File: config.mk
export PLATFORM = sky130hd
export DESIGN_NAME = load_store_unit
export DESIGN_NICKNAME = d
export VERILOG_FILES = /design/src/rtl/load_store_unit.sv
export SDC_FILE = /design/constraint.sdc
export NUM_CORES = 1
export LEC_CHECK = 0
export ABC_AREA = 1
export ABC_CLOCK_PERIOD_IN_PS = 5900
export BUFFER_PORTS_ARGS = -buffer_cell sky130_fd_sc_hd__buf_2
export CORE_MARGIN = 2
export CORE_UTILIZATION = 35
export DETAILED_ROUTE_END_ITERATION = 12
export GPL_ROUTABILITY_DRIVEN = 0
export PLACE_DENSITY = 0.6
export SLEW_MARGIN = 15
export SYNTH_ARGS = -nofsm -noshare
export SYNTH_HDL_FRONTEND = slang
export SYNTH_SLANG_ARGS = --single-unit
File: constraint.sdc
create_clock -name clk -period 5.9 [get_ports clk]
set_clock_uncertainty 0.1 [all_clocks]
set_input_delay 0.59 -clock clk [delete_from_list [all_inputs] [get_ports clk]]
set_output_delay 0.59 -clock clk [all_outputs]
set_load 0.01 [all_outputs]
File: src/rtl/load_store_unit.sv
// Load/store unit: one aligned load or store at a time between execute and 64-bit data memory.
// Latency accept->resp_valid: fault 1, load 2, SD 2, SB/SH/SW 3 (read-modify-write).
// Backpressure: req_ready only in IDLE; response held stable in RESP until resp_ready.
module load_store_unit #(
    parameter int XLEN = 64
) (
    input  logic            clk,
    input  logic            rst,
    input  logic            req_valid,
    output logic            req_ready,
    input  logic            req_store,
    input  logic [2:0]      req_funct3,
    input  logic [XLEN-1:0] req_addr,
    input  logic [XLEN-1:0] req_wdata,
    output logic            resp_valid,
    input  logic            resp_ready,
    output logic [XLEN-1:0] resp_rdata,
    output logic            resp_fault,
    output logic [XLEN-1:0] mem_address,
    output logic [XLEN-1:0] mem_write_data,
    output logic            mem_read_en,
    output logic            mem_write_en,
    input  logic [XLEN-1:0] mem_read_data
);

    typedef enum logic [1:0] {
        IDLE  = 2'd0,
        READ  = 2'd1,
        WRITE = 2'd2,
        RESP  = 2'd3
    } state_t;

    state_t          state_q;
    logic [XLEN-1:0] addr_q;
    logic [XLEN-1:0] buf_q;
    logic [XLEN-1:0] rdata_q;
    logic [2:0]      funct3_q;
    logic            store_q;
    logic            fault_q;

    logic [2:0]      align_mask;
    logic            req_fault;

    function automatic logic [63:0] load_extend(input logic [63:0] d, input logic [2:0] f);
        case (f)
            3'b000:  load_extend = {{56{d[7]}},  d[7:0]};
            3'b001:  load_extend = {{48{d[15]}}, d[15:0]};
            3'b010:  load_extend = {{32{d[31]}}, d[31:0]};
            3'b011:  load_extend = d;
            3'b100:  load_extend = {56'b0, d[7:0]};
            3'b101:  load_extend = {48'b0, d[15:0]};
            3'b110:  load_extend = {32'b0, d[31:0]};
            default: load_extend = 64'b0;
        endcase
    endfunction

    // Memory always writes 8 bytes, so keep the upper old bytes and replace the low size bytes.
    function automatic logic [63:0] store_merge(input logic [63:0] old, input logic [63:0] w,
                                                input logic [1:0] sz);
        case (sz)
            2'd0:    store_merge = {old[63:8],  w[7:0]};
            2'd1:    store_merge = {old[63:16], w[15:0]};
            2'd2:    store_merge = {old[63:32], w[31:0]};
            default: store_merge = w;
        endcase
    endfunction

    always_comb begin
        align_mask = 3'b000;
        case (req_funct3[1:0])
            2'd0:    align_mask = 3'b000;
            2'd1:    align_mask = 3'b001;
            2'd2:    align_mask = 3'b011;
            default: align_mask = 3'b111;
        endcase
        req_fault = (|(req_addr[2:0] & align_mask))
                  | (req_store ? req_funct3[2] : (req_funct3 == 3'b111));
    end

    always_ff @(posedge clk or posedge rst) begin
        if (rst) begin
            state_q  <= IDLE;
            addr_q   <= '0;
            buf_q    <= '0;
            rdata_q  <= '0;
            funct3_q <= 3'b000;
            store_q  <= 1'b0;
            fault_q  <= 1'b0;
        end else begin
            case (state_q)
                IDLE: begin
                    if (req_valid) begin
                        addr_q   <= req_addr;
                        funct3_q <= req_funct3;
                        store_q  <= req_store;
                        buf_q    <= req_wdata;
                        rdata_q  <= '0;
                        fault_q  <= req_fault;
                        if (req_fault)
                            state_q <= RESP;
                        else if (req_store && req_funct3[1:0] == 2'd3)
                            state_q <= WRITE;
                        else
                            state_q <= READ;
                    end
                end
                READ: begin
                    if (store_q) begin
                        buf_q   <= store_merge(mem_read_data, buf_q, funct3_q[1:0]);
                        state_q <= WRITE;
                    end else begin
                        rdata_q <= load_extend(mem_read_data, funct3_q);
                        state_q <= RESP;
                    end
                end
                WRITE: begin
                    state_q <= RESP;
                end
                RESP: begin
                    if (resp_ready) begin
                        rdata_q <= '0;
                        fault_q <= 1'b0;
                        state_q <= IDLE;
                    end
                end
                default: state_q <= IDLE;
            endcase
        end
    end

    assign req_ready      = (state_q == IDLE);
    assign resp_valid     = (state_q == RESP);
    assign resp_rdata     = rdata_q;
    assign resp_fault     = fault_q;
    assign mem_address    = addr_q;
    assign mem_read_en    = (state_q == READ);
    assign mem_write_en   = (state_q == WRITE);
    assign mem_write_data = (state_q == WRITE) ? buf_q : '0;

endmodule

==> reports/results.ini <==
[synthesis]
synth_cell_types = 24
synth.net_count = 1538
postSynthCellCount = 1333
synthTopCellsByArea = dfrtp_1 51%, nand2_1 27%, o21ai_0 6.3%, inv_1 3.6%, nand3_1 2.2%
synth_area_leader_cell = dfrtp_1
synth-edff-count = 0
netlist.area_leader.share_pct = 50.8
synth_area_per_cell_um2 = 7.35
synthTopCellsByCount = 702 x nand2_1, 199 x dfrtp_1, 124 x o21ai_0
synthArstFlopShare_pct = 100
ys.flop_type = dfrtp_1
ys_ff_latch = 199
yosysWarnings = 0
yosysMostFrequentCell = nand2_1
synthesis.area_um2 = 9800
synth-seq-area-share_pct = 50.8

[sta]
fin_crit_ns = 3.55
rsz0062_at_grt = false
fmax_ghz = 0.282
post-route-period-util_pct = 60.1
fin_ws_ns = 2.35
final.setup.tns_ns = 0
finalHoldViolations = 0
slew_viol_final = 0
worst_pin_slew_ns = 1.09
slew-limit-headroom_pct = 27.2
setup_viol = 0

[cts]
cts_tree = done
cts_sinks = 199
htreeDepth = 4
cts_buffer_depth = 2
cts_buffers = 17
clkTransAtPathRegs_ns = 0.08
post_cts_buffers = 0
insertion_delay_ns = 0.43
root_buffer = clkbuf_16

[grt]
grt_pass1_vias = 9256
grt_antenna_before_repair = 5
grt_max_degree = 79
grt_pass1_wl_um = 50900
grt_usage_pct = 22.2
grt_overflow = 0

[floorplan]
pin_count = 397
core_area_um2 = 27700
initial_utilization_pct = 35.4
die_w_um = 171
die_y_um = 171
row_count = 61
die_area_um2 = 29300

[placement]
pre_cts_ws_ns = 2.32
place_hpwl_um = 22800
io_buffer_count = 396

[setup_path]
r2r_setup_slack_ns = 2.35
cp.arrival_ns = 3.83
cp-start-kind = register
end_kind = register
critPathRequiredTime_ns = 6.18
path_max_fanout = 38
path_class = reg -> reg

[power_and_ir_drop]
p_leak_nw = 7.87
vdd_drop_max_uv = 342
pwr_density_cell_nw_per_um2 = 542

[cells_and_area]
drive_gt1_share_pct = 27.7
fin_util_pct = 45.3
area_growth_pct = 28.1
final.fill_count = 2933
fin_nets = 1880

[detailed_routing]
drt_iter0_markers = 580
vias = 9809
wirelength_um = 33000
ant_nets = 0
drc = 0
drt-pass1-iter-count = 6
post_drt_wl_per_cell_um = 16.0
vias_per_cell = 4.75

[job]
cap_viol_max_count = 0

[worst_hold_path]
hold_path.class = in -> reg

[run_status]
status = complete, no violations

==> area by class of cell <==
class                      instances  area [um2]  share of cell area [%]
sequential                       199        4980                    39.7
multi-input combinational        951        4080                    32.5
timing repair buffer             410        2090                    16.6
tap                              378         473                    3.77
clock buffer                      18         429                    3.42
inverter                          96         364                    2.90
clock inverter                    13         135                    1.08
antenna                            2        5.00                  0.0399
==> routing by layer <==
metal	routed length (um)	track usage, %
met3	2570	5.36
met4	754	6.96
met1	14100	28.8
met5	21	0
met2	15500	36.8
==> flip-flops by register name, indices dropped and copies added, names as in the netlist <==
| name | count |
|---|---|
| buf_q | 64 |
| funct3_q | 3 |
| mem_address | 64 |
| resp_fault | 1 |
| resp_rdata | 64 |
| state_q | 2 |
| store_q | 1 |
==> where the power goes <==
| part | total (mW) | internal, mW | switching (mW) |
|---|---|---|---|
| clock network | 1.17 | 0.596 | 0.571 |
| registers | 2.36 | 2.00 | 0.363 |
| logic | 3.28 | 1.09 | 2.19 |
==> final timing paths <==
kind | startpoint | to | depth (start not counted)
worst min register to register | buf_q[5] | buf_q[5] | 2
min in group asynchronous | rst | resp_rdata[24] | 3
worst min-delay path | req_addr[5] | mem_address[5] | 3
max in group asynchronous | rst | buf_q[56] | 4
worst max-delay path | state_q[1] | buf_q[47] | 8
worst max register to register | state_q[1] | buf_q[47] | 8
==> worst max-delay path, stage by stage, from the launching register on <==
cell	delay, ns
dfrtp_1	0.42
inv_1	0.12
ha_2	0.70
nand2_1	0.30
nand2_1	0.17
nand2_1	0.57
nor2_4	0.84
nand2_1	0.14
nand2_1	0.11
==> cell families after synthesis <==
family / count (synthesis) / share of synthesized area [%]
AOI/OAI and AO/OA: 134 / 6.96
adders and majority gates: 5 / 0.639
buffers and inverters: 183 / 8.05
DFF: 199 / 50.8
muxes: 7 / 0.715
and+or+nand+nor: 805 / 32.8
==> placed cells by master (no fill, tap or decap), drive strengths merged <==
cell type      n
nand2        714
buf          409
dfrtp        199
o21ai        132
inv          103
nand3         44
nand4         32
clkbuf        18
nor2          13
mux2i          7
ha             5
clkinv         3
diode          2
clkinvlp       2
a21oi          2
nand3b         1
nor3           1
bufinv         1
dlygate4sd3    1
==> stage by stage <==
stage | instances | hold slack [ns] | instance area (um2) | total power [mW]
6_report | 2067 | 0.236 | 12600 | 6.81
5_1_grt | 2067 | 0.227 | 12600 | 7.40
4_1_cts | 2065 | 0.216 | 12500 | 6.88
3_5_place_dp | 2033 | 0.360 | 12000 | 5.69
3_3_place_gp | 2033 | 0.356 | 12000 | 5.64
2_1_floorplan | 1333 | 0.342 | 9800 | 4.46
==> what timing repair did <==
item	CTS	global route
gates resized for setup	0	0
endpoints found under the hold margin	3	0
hold buffers	1	0
setup endpoints to repair	0	0
Note: power is estimated with default switching activity, not from simulation.
